### config.mk
export PLATFORM = sky130hd
export DESIGN_NAME = wb_host_bridge
export DESIGN_NICKNAME = d
export VERILOG_FILES = /design/src/rtl/vanilla_pkg.sv /design/src/rtl/wbh_timeout_cnt.sv /design/src/rtl/wb_host_bridge.sv
export SDC_FILE = /design/constraint.sdc
export NUM_CORES = 1
export LEC_CHECK = 0
export CAP_MARGIN = 20
export CORE_MARGIN = 10
export CORE_UTILIZATION = 40
export CTS_BUF_LIST = sky130_fd_sc_hd__clkbuf_4 sky130_fd_sc_hd__clkbuf_8
export CTS_CLUSTER_SIZE = 30
export DETAILED_ROUTE_END_ITERATION = 12
export PLACE_DENSITY = 0.87
export SYNTH_ARGS = -nofsm -noshare
export SYNTH_HDL_FRONTEND = slang
export SYNTH_HIERARCHICAL = 1
export SYNTH_SLANG_ARGS = --single-unit
### constraint.sdc
create_clock -name CLK_I -period 2 [get_ports CLK_I]
set_clock_uncertainty 0.2 [all_clocks]
set_input_delay 0.4 -clock CLK_I [delete_from_list [all_inputs] [get_ports CLK_I]]
set_output_delay 0.4 -clock CLK_I [all_outputs]
set_load 0.05 [all_outputs]
### src/rtl/vanilla_pkg.sv
// Shared types and constants for the WISHBONE host bridge.
package vanilla_pkg;

    // Bridge sequencing: wait for a request, run the bus cycle, hold the response.
    typedef enum logic [1:0] {
        WBH_IDLE,
        WBH_BUS,
        WBH_RESP
    } wbh_state_t;

    // Default number of bus cycles to wait for ACK_I before aborting.
    localparam int WBH_TIMEOUT_DEFAULT = 255;

    // Address/data widths of the MMIO bus (mirrors the io_map width macros).
    localparam int WBH_ADDR_W = 21;
    localparam int WBH_DATA_W = 32;

    // Width of a counter that must hold 0..limit; never narrower than one bit.
    function automatic int wbh_cnt_width(input int limit);
        return (limit <= 0) ? 1 : $clog2(limit + 1);
    endfunction

endpackage

### src/rtl/wbh_timeout_cnt.sv
// Bus-cycle timeout counter: counts enabled cycles, flags the terminal count,
// saturates instead of wrapping, and never fires when LIMIT is 0.
module wbh_timeout_cnt
    import vanilla_pkg::*;
#(
    parameter int LIMIT = WBH_TIMEOUT_DEFAULT
) (
    input  logic clk,
    input  logic rst_n,
    input  logic clear,
    input  logic en,
    output logic tc
);

    localparam int            W      = wbh_cnt_width(LIMIT);
    localparam logic [W-1:0]  TC_VAL = W'((LIMIT > 0) ? (LIMIT - 1) : 0);

    logic [W-1:0] cnt;

    // Count wait cycles; clear wins over enable, and the count saturates.
    always_ff @(posedge clk or negedge rst_n) begin
        if (!rst_n) begin
            cnt <= '0;
        end else if (clear) begin
            cnt <= '0;
        end else if (en && (cnt != '1)) begin
            cnt <= cnt + W'(1);
        end
    end

    assign tc = (LIMIT != 0) && (cnt == TC_VAL);

endmodule

### src/rtl/wb_host_bridge.sv
// WISHBONE classic single-transfer initiator driven by a valid/ready command
// port; returns read data or a timeout error on a valid/ready response port.
module wb_host_bridge
    import vanilla_pkg::*;
#(
    parameter int ADDR_W      = WBH_ADDR_W,
    parameter int DATA_W      = WBH_DATA_W,
    parameter int TIMEOUT_CYC = WBH_TIMEOUT_DEFAULT
) (
    input  logic              CLK_I,
    input  logic              RST_N_I,
    // command port
    input  logic              req_valid,
    output logic              req_ready,
    input  logic              req_we,
    input  logic [ADDR_W-1:0] req_addr,
    input  logic [DATA_W-1:0] req_wdata,
    // response port
    output logic              rsp_valid,
    input  logic              rsp_ready,
    output logic [DATA_W-1:0] rsp_rdata,
    output logic              rsp_err,
    // WISHBONE initiator
    output logic [ADDR_W-1:0] ADDR_O,
    output logic [DATA_W-1:0] DAT_O,
    input  logic [DATA_W-1:0] DAT_I,
    output logic              CYC_O,
    output logic              STB_O,
    output logic              WE_O,
    input  logic              ACK_I
);

    wbh_state_t state;
    logic       to_tc;
    logic       to_clear;
    logic       to_en;

    // The counter only runs while waiting on the slave; any exit from BUS clears it.
    assign to_en    = (state == WBH_BUS) && !ACK_I;
    assign to_clear = (state != WBH_BUS) || ACK_I || to_tc;

    wbh_timeout_cnt #(
        .LIMIT (TIMEOUT_CYC)
    ) u_timeout (
        .clk   (CLK_I),
        .rst_n (RST_N_I),
        .clear (to_clear),
        .en    (to_en),
        .tc    (to_tc)
    );

    // Bridge FSM with every output registered; ACK_I beats the timeout on the same edge.
    always_ff @(posedge CLK_I or negedge RST_N_I) begin
        if (!RST_N_I) begin
            state     <= WBH_IDLE;
            req_ready <= 1'b0;
            rsp_valid <= 1'b0;
            rsp_rdata <= '0;
            rsp_err   <= 1'b0;
            ADDR_O    <= '0;
            DAT_O     <= '0;
            CYC_O     <= 1'b0;
            STB_O     <= 1'b0;
            WE_O      <= 1'b0;
        end else begin
            unique case (state)
                WBH_IDLE: begin
                    if (req_valid && req_ready) begin
                        state     <= WBH_BUS;
                        req_ready <= 1'b0;
                        CYC_O     <= 1'b1;
                        STB_O     <= 1'b1;
                        WE_O      <= req_we;
                        ADDR_O    <= req_addr;
                        DAT_O     <= req_we ? req_wdata : '0;
                    end else begin
                        req_ready <= 1'b1;
                    end
                end

                WBH_BUS: begin
                    if (ACK_I) begin
                        state     <= WBH_RESP;
                        CYC_O     <= 1'b0;
                        STB_O     <= 1'b0;
                        rsp_rdata <= WE_O ? '0 : DAT_I;
                        rsp_err   <= 1'b0;
                        rsp_valid <= 1'b1;
                    end else if (to_tc) begin
                        state     <= WBH_RESP;
                        CYC_O     <= 1'b0;
                        STB_O     <= 1'b0;
                        rsp_rdata <= '0;
                        rsp_err   <= 1'b1;
                        rsp_valid <= 1'b1;
                    end
                end

                WBH_RESP: begin
                    if (rsp_ready) begin
                        state     <= WBH_IDLE;
                        rsp_valid <= 1'b0;
                        req_ready <= 1'b1;
                    end
                end

                default: begin
                    state     <= WBH_IDLE;
                    req_ready <= 1'b0;
                    rsp_valid <= 1'b0;
                    CYC_O     <= 1'b0;
                    STB_O     <= 1'b0;
                end
            endcase
        end
    end

endmodule

Yosys cells after proc, flatten, opt, wreduce, memory -nomap -nowiden:

Cells that the tools add are included.

* output and inout port bits: 91
* flip-flop bits (word level): 100
* bits of input ports: 91

* multiplexer cells: 23
* reduce and logical (&&, ||, !) cells: 15
* bitwise gates (word level): 3
* $add $sub $neg: 1
* equality and inequality tests: 8

Operators with widths (number)
* $mux W32: 4
* $mux W8: 2
* $mux W1: 9
* $pmux W1 S3: 3
* $reduce_and A3 Y1: 3
* $add A8 B1 Y8 const B: 1
* $eq A8 B8 Y1 const B: 1
* $mux W2: 4
* $ne A8 B8 Y1 const B: 1
* $pmux W2 S3: 1
* $reduce_and A2 Y1: 3
* $ne A2 B2 Y1 const B: 2
* $reduce_bool A2 Y1: 2
* $logic_and A1 B1 Y1: 3
* $ne A3 B3 Y1 const B: 1
* $not A1 Y1: 3
* $eq A2 B1 Y1 const B: 1
* $eq A2 B2 Y1 const B: 1
* $logic_not A2 Y1: 1
* $logic_or A1 B1 Y1: 2
* $ne A2 B1 Y1 const B: 1
* $logic_not A1 Y1: 1

Depth between registers and ports, before layout:

Gate-level depths: netlist of run 1.

* depth in word-level cells: 5
* gate-level depth with buffers: 7
* gate-level depth less buffers: 6

Cells and area by module:

Netlist of run 1, hierarchy kept.

By module, submodules not included
* wb_host_bridge: area an instance 3758.6 um^2, instances 1, sequential area each 2302.2 um^2, cells an instance 356
* wbh_timeout_cnt: area an instance 508.0 um^2, instances 1, sequential area each 200.2 um^2, cells an instance 52

Least setup slack after synthesis of run 1:

OpenSTA, ideal clock, no wires.

* path type: register to register
* from: reg state[1]
* to: reg u_timeout.cnt[7]
* slack: 0.052 ns
* required time: 1.701 ns
* library setup time: 0.099 ns
* clock period less this slack: 1.948 ns
* buffers on the path: 2
* cell stages (with the launch flop): 8
* arrival time: 1.648 ns
* cell sequence: dfrtp_1 > nand2b_1 > clkbuf_1 > nor2_1 > buf_6 > and3_1 > and4_1 > a311oi_1

* longest elaborated chain between the ends: 4
* elaborated cells on any way between the ends: 8
* those cells by class: 2 x eq/ne; 1 x mux; 5 x reduce/logical

Ends and longest elaborated chain
* start: declaration: RTL line wb_host_bridge.sv:33 `wbh_state_t state;`
* start signal: assignment: RTL line wb_host_bridge.sv:55 `state <= WBH_IDLE;`
* start signal: assignment: RTL line wb_host_bridge.sv:69 `state <= WBH_BUS;`
* start signal: assignment: RTL line wb_host_bridge.sv:83 `state <= WBH_RESP;`
* $eq A2 B1 Y1: RTL line wb_host_bridge.sv:39 `assign to_en = (state == WBH_BUS) && !ACK_I;`
* $logic_and A1 B1 Y1: RTL line wb_host_bridge.sv:39
* via to_en: RTL line wb_host_bridge.sv:36 `logic to_en;`
* $logic_and A1 B1 Y1: RTL line wbh_timeout_cnt.sv:26 `end else if (en && (cnt != '1)) begin`
* $reduce_bool A2 Y1 (no source line)
* end signal: assignment: RTL line wbh_timeout_cnt.sv:27 `cnt <= cnt + W'(1);`
* end: declaration: RTL line wbh_timeout_cnt.sv:18 `logic [W-1:0] cnt;`

The timed path passes the listed nets, and every way through them passes these cells.
A chain may end at the register's enable or synchronous reset.

Worst setup path in the final report of run 1:

Ends and elaborated chain as after synthesis.

==> results of run 1 <==
power groups by stage:
stage                     combinational [W]  sequential, W  clock, W
after global placement              0.00587        0.00324         0
after CTS                           0.00597        0.00326   0.00140
after floorplan                     0.00146        0.00575         0
after detailed placement            0.00597        0.00328         0
after global routing                0.00622        0.00336   0.00148
final                               0.00589        0.00325   0.00134
cells in the final DEF (no fill, tap or decap), drive strengths merged, types with 3 or more instances in the layout:
cell type and instances:
dfrtp 100, inv 4, and3 4, nand2 102, nor2 4, nand3 5, clkbuf 13, buf 113
mux2 23, nand2b 3, nor3 4, clkdlybuf4s50 89, a21oi 7, o21ai 100
sequential cells by signal, summed over array words and instances (netlist names):
register / cells
rsp_rdata: 32
rsp_valid: 1
state: 2
u_timeout/cnt: 8
STB_O: 1
rsp_err: 1
DAT_O: 32
req_ready: 1
WE_O: 1
ADDR_O: 21
routing by layer:
| layer | vias up | routed length [um] | global-route usage | share of wire |
|---|---|---|---|---|
| met5 | - | 0 | 0 | 0 |
| li1 | 1746 | - | - | - |
| met3 | 14 | 1323 | 0.06655 | 0.11 |
| met4 | 0 | 123 | 0.04949 | 0.0099 |
| met1 | 1748 | 4972 | 0.1934 | 0.40 |
| met2 | 161 | 5946 | 0.2593 | 0.48 |
area by class of cell:
cell class / instances / area share
flip-flops and latches: 100 / 0.3954
repair buffers: 203 / 0.2922
multi-input cells: 272 / 0.2497
well taps: 136 / 0.02689
clock buffers: 13 / 0.02630
clock inverters: 3 / 0.007117
inverters: 4 / 0.002372
critical path, delay by kind of cell, from the launching register on:
kind	cells	cell delay [ns]
compound gates	2	0.43
flops	1	0.47
simple gates	3	0.70
how the worst min path moves through the flow:
| stage | end | slack (ns) | depth (start not counted) |
|---|---|---|---|
| 2_1_floorplan | ADDR_O[0] | -0.1 | 0 |
| 3_3_place_gp | rsp_rdata[2] | 0.18 | 1 |
| 3_5_place_dp | rsp_rdata[4] | 0.18 | 1 |
| 4_1_cts | DAT_O[22] | 0.29 | 2 |
| 5_1_grt | rsp_valid | 0.31 | 2 |
| 6_report | DAT_O[8] | 0.29 | 2 |
per-stage QoR:
stage	util	total power (W)	TNS, ns
2_1_floorplan	-	0.007218	0
3_3_place_gp	0.5877	0.009108	-0.03505
3_5_place_dp	0.5877	0.009246	-0.2167
4_1_cts	0.6091	0.01062	0
5_1_grt	0.6103	0.01106	0
6_report	0.6103	0.01048	0
cell families (layout without fill, tap and decap cells):
kind of cell,count (synthesis),after routing
adders and majority gates,2,2
DFF,100,100
and+or+nand+nor,130,130
AOI/OAI and AO/OA,117,117
muxes,23,23
buffers and inverters,36,223
what timing repair did:
item                       CTS  global route
setup endpoints to repair    0             3
gates resized for setup      0             3
hold buffers                 1             0
hold endpoints to repair    30             0
==> results.yml, run 1 <==
placed_design:
  dp_slack_ns: -0.09302
  gp_congestion: 0.8281
  dp_cells: 714
  hpwlAfterDp_mm: 9.486
  io_buffers: 181
  dpl_cell_area_um2: 6095
yosys:
  synth_xor_area_frac: 0
  yosysWarnings: 6
  synth_top_area_frac: 0.5865
  synth-async-reset-ratio: 1.000
  synth_top_family_by_area: "compound AO/OA/AOI/OAI gates"
  yosys-top-cells-area: "dfrtp_1 (59%), nand2_1 (9.0%), o21ai_0 (8.2%), mux2_4 (7.7%), o21ai_1 (3.4%)"
  syn-num-nets: 501
  synth-adder-area-share: 0.005865
  synth.most_common_cell: "nand2_1"
  synthMuxAreaShare: 0.08006
  syn_area_um2: 4267
  ys_seq_elements: 100
  syn_area_per_cell_um2: 10.46
  synth_top_flop_cell: "dfrtp_1"
  synth-compound-area-share: 0.1463
  ys_types: 37
  yosys.area.top_type: "dfrtp_1"
  synth_common_cells: "nand2_1 (102), dfrtp_1 (100), o21ai_0 (70)"
  synth-edff-count: 0
  seq_area_frac_synth: 0.5865
  synthSimpleGateAreaFrac: 0.1308
  syn_inst: 408
power:
  internal_power_w: 0.005418
  swShare: 0.4832
  power_frac_clock: 0.128
  p_leak_nw: 2.963
  power_frac_seq: 0.310
  pwr-share-comb: 0.562
  p_sw_w: 0.005067
  ir_drop_mv: 0.7796
  power_density_nw_per_um2: 1657
clock_network:
  clockBufferDepth: 2
  insertion_delay_ns: 0.35
  cts_tree: "yes"
  clk_pin_slew_ns: 0.09
  cts_buffers: 9
  h-tree-depth: 3
  clock-sinks: 100
  root_buffer: "clkbuf_8"
  postCtsSetupBuffers: 0
sta:
  timing.hold.ws_ns: 0.2875
  rsz0062_at_grt: "false"
  worstMarginPinSlew_ns: 0.4489
  setup_ws_ns: 0.1167
  finalSetupViolations: 0
  post-route-period-util: 0.9417
  slew_headroom: 0.7007
  drv_slew: 0
  fmax_mhz: 531.0
  hold_violations: 0
  min_period_ns: 1.883
layout:
  synthToLayoutAreaGrowth_pct: 48.33
  register_area_um2: 2502
  layout-drive-gt1-share: 0.2706
  fin_area_um2: 6329
  final_cell_count_no_fill: 731
  nFillCells: 880
  finalNetCount: 683
  multi_input_area_um2: 1580
  n_antenna_cell: 0
setup_path:
  rr_worst_depth: 5
  cp_data_required_time_ns: 2.05
  worstReg2RegStart: "state[1]"
  path_max_fanout: 7
  critical_path_arrival_ns: 1.94
  endpoint: "u_timeout/cnt[7]"
  critPathLaunchType: "register"
  rr_endpoint: "u_timeout/cnt[7]"
  r2r_slack_ns: 0.12
  crit_slowest_cell: "dfrtp_1"
  critical_path_class: "reg -> reg"
  max_stage_delay_ns: 0.47
  crit_path_end_kind: "register"
  cp_cell_sequence: "nand2b_1 -> nor2_1 -> and3_2 -> a41oi_1 -> a311oi_1"
  critPathLaunch: "state[1]"
global_route:
  first_global_vias: 3869
  grt_use_total: 0.1611
  grt_first_pass_wirelength_mm: 19.77
  grt_start_max_net_pins: 46
  antenna_found_initial: 0
  grt_remaining_overflow: 0
die:
  die_h_um: 123.3
  die-area_um2: 15200
  core_um2: 10370
  die_x_um: 123.3
  start_util: 0.4114
  rows: 37
  io_pins: 182
status:
  status: "completed"
min_path:
  hp-start: "DAT_O[8]"
  hp-class: "reg -> reg"
routing:
  postRouteAntennaNets: 0
  drt_first_iter_violations: 284
  dr.pass1.iters: 4
  drt-total-wl_mm: 12.37
  avgRoutedWirePerCell_um: 16.92
  drc_errors: 0
  via_per_inst: 5.019
  vias: 3669
flow_run:
  max_cap_violations: 0
Note: power is estimated with default switching activity, not from simulation.
==> run 2: changes to the inputs <==
Settings changed: CORE_UTILIZATION 40 to 35, PLACE_DENSITY 0.87 to 0.79.
==> results.yml, run 2 (synthesis gave the netlist of run 1 again) <==
status:
  status: "completed"
setup_path:
  critPathLaunch: "u_timeout/cnt[7]"
  crit_path_end_kind: "register"
  critical_path_arrival_ns: 2.04
  cp_cell_sequence: "and3_1 -> and3_2 -> nor2_4 -> o21ai_0 -> o21ai_0"
  critical_path_class: "reg -> reg"
  path_buf_inv: 0
  worstReg2RegStart: "u_timeout/cnt[7]"
  path_max_fanout: 32
  cp.depth: 5
  critPathLaunchType: "register"
  rr_worst_depth: 5
  crit_top_cell: "o21ai_0"
  max_stage_delay_ns: 0.48
  path_delay_family: "simple AND/OR/NAND/NOR gates"
  cp_data_required_time_ns: 2.09
  crit_slowest_cell: "nor2_4"
global_route:
  grt_start_max_net_pins: 59
  grt_first_pass_wirelength_mm: 20.24
  first_global_vias: 3913
  antenna_found_initial: 0
  grt_remaining_overflow: 0
  grt_use_total: 0.1490
sta:
  fmax_mhz: 512.2
  rsz0062_at_grt: "true"
  hold_violations: 0
  drv_slew: 0
  post-route-period-util: 0.9762
  finalSetupViolations: 0
  worstMarginPinSlew_ns: 0.6050
  min_period_ns: 1.952
  slew_headroom: 0.5957
  fin_setup_tns_ns: 0
clock_network:
  clock-sinks: 100
  clk_pin_slew_ns: 0.10
  h-tree-depth: 3
  insertion_delay_ns: 0.37
  cts_tree: "yes"
  clockBufferDepth: 2
  cts_buffers: 9
  root_buffer: "clkbuf_8"
placed_design:
  dpl_cell_area_um2: 6113
  gp_congestion: 0.8193
  hpwlAfterDp_mm: 9.600
  io_buffers: 181
layout:
  synthToLayoutAreaGrowth_pct: 48.27
  n_antenna_cell: 0
  reg_top3: "DAT_O (32), rsp_rdata (32), ADDR_O (21)"
  fin_area_um2: 6326
  finalNetCount: 685
  layout-drive-gt1-share: 0.2697
  layout_commonest_cell: "buf_4"
  final_cell_mix: "buf_4 (108), nand2_1 (102), dfrtp_1 (100)"
power:
  p_sw_w: 0.005122
  power_frac_clock: 0.123
  pwr-share-comb: 0.563
  power_density_nw_per_um2: 1648
  internal_power_w: 0.005305
  ir_drop_mv: 1.136
  power_frac_seq: 0.313
  p_total_w: 0.01043
  swShare: 0.4913
  p_leak_nw: 2.976
routing:
  dr.pass1.iters: 5
  via_per_inst: 4.997
  drc_errors: 0
  postRouteAntennaNets: 0
  drt_first_iter_violations: 271
  vias: 3718
  avgRoutedWirePerCell_um: 17.15
  drt-total-wl_mm: 12.76
die:
  start_util: 0.3567
  die_x_um: 130.4
  die_h_um: 130.4
  core_um2: 11960
  io_pins: 182
  die-area_um2: 17010
  rows: 40
min_path:
  hp-class: "in -> async"
flow_run:
  max_cap_violations: 0
-- run 2: cell types whose count changed in the layout (fill, tap and decap cells not counted), sizes merged --
cell / before / now
clkinvlp: 2 / 0
clkinv: 0 / 3
buf: 113 / 115
bufinv: 1 / 0
-- run 2: final timing paths --
path | end | slack [ns]
min reg2reg | DAT_O[8] | 0.29
min in group CLK_I | DAT_O[8] | 0.29
max | rsp_rdata[16] | 0.05
max reg2reg | rsp_rdata[16] | 0.05
min | rsp_rdata[28] | 0.21
max in group asynchronous | u_timeout/cnt[5] | 0.76
-- run 2: power groups by stage --
| stage | sequential (W) | combinational [W] | clock, W |
|---|---|---|---|
| after detailed placement | 0.00329 | 0.00593 | 0 |
| final | 0.00327 | 0.00587 | 0.00129 |
| after CTS | 0.00327 | 0.00593 | 0.00134 |
| after floorplan | 0.00575 | 0.00146 | 0 |
| after global placement | 0.00325 | 0.00584 | 0 |
| after global routing | 0.00337 | 0.00620 | 0.00143 |
-- run 2: worst reg2reg max path, stage by stage (launching register included) --
cell and delay (ns):
dfrtp_1 0.40, and3_1 0.21, and3_2 0.25, nor2_4 0.48
o21ai_0 0.21, o21ai_0 0.13
-- run 2: layer usage --
metal | up-vias | share of wire | global-route usage
li1 | 1751 | - | -
met1 | 1770 | 0.40 | 0.1747
met2 | 181 | 0.46 | 0.2283
met3 | 16 | 0.12 | 0.08219
met4 | 0 | 0.020 | 0.04840
met5 | - | 0 | 0
-- run 2: final cells by class --
class / count / area, um2
Multi-Input combinational cell: 272 / 1575
Sequential cell: 100 / 2502
Clock inverter: 3 / 18.77
Fill cell: 1039 / 5635
Clock buffer: 13 / 178.9
Timing Repair Buffer: 205 / 1852
Tap cell: 147 / 183.9
Inverter: 4 / 15.01
-- run 2: repair_timing --
action,CTS,global route
setup endpoints to repair,32,8
gates resized for setup,1,2
buffers inserted,0,0
hold buffers,1,0
endpoints found under the hold margin,72,0
-- run 2: metrics by stage --
step / hold slack, ns / util / cells / setup WS, ns
global route: 0.2279 / 0.5289 / 744 / -0.01833
global placement: 0.06918 / 0.5111 / 727 / -0.1976
CTS: 0.1903 / 0.5289 / 744 / 0.07326
detailed placement: 0.07237 / 0.5111 / 727 / -0.3493
finish: 0.2150 / 0.5289 / 744 / 0.04769
floorplan: -0.09559 / - / 408 / 0.05223
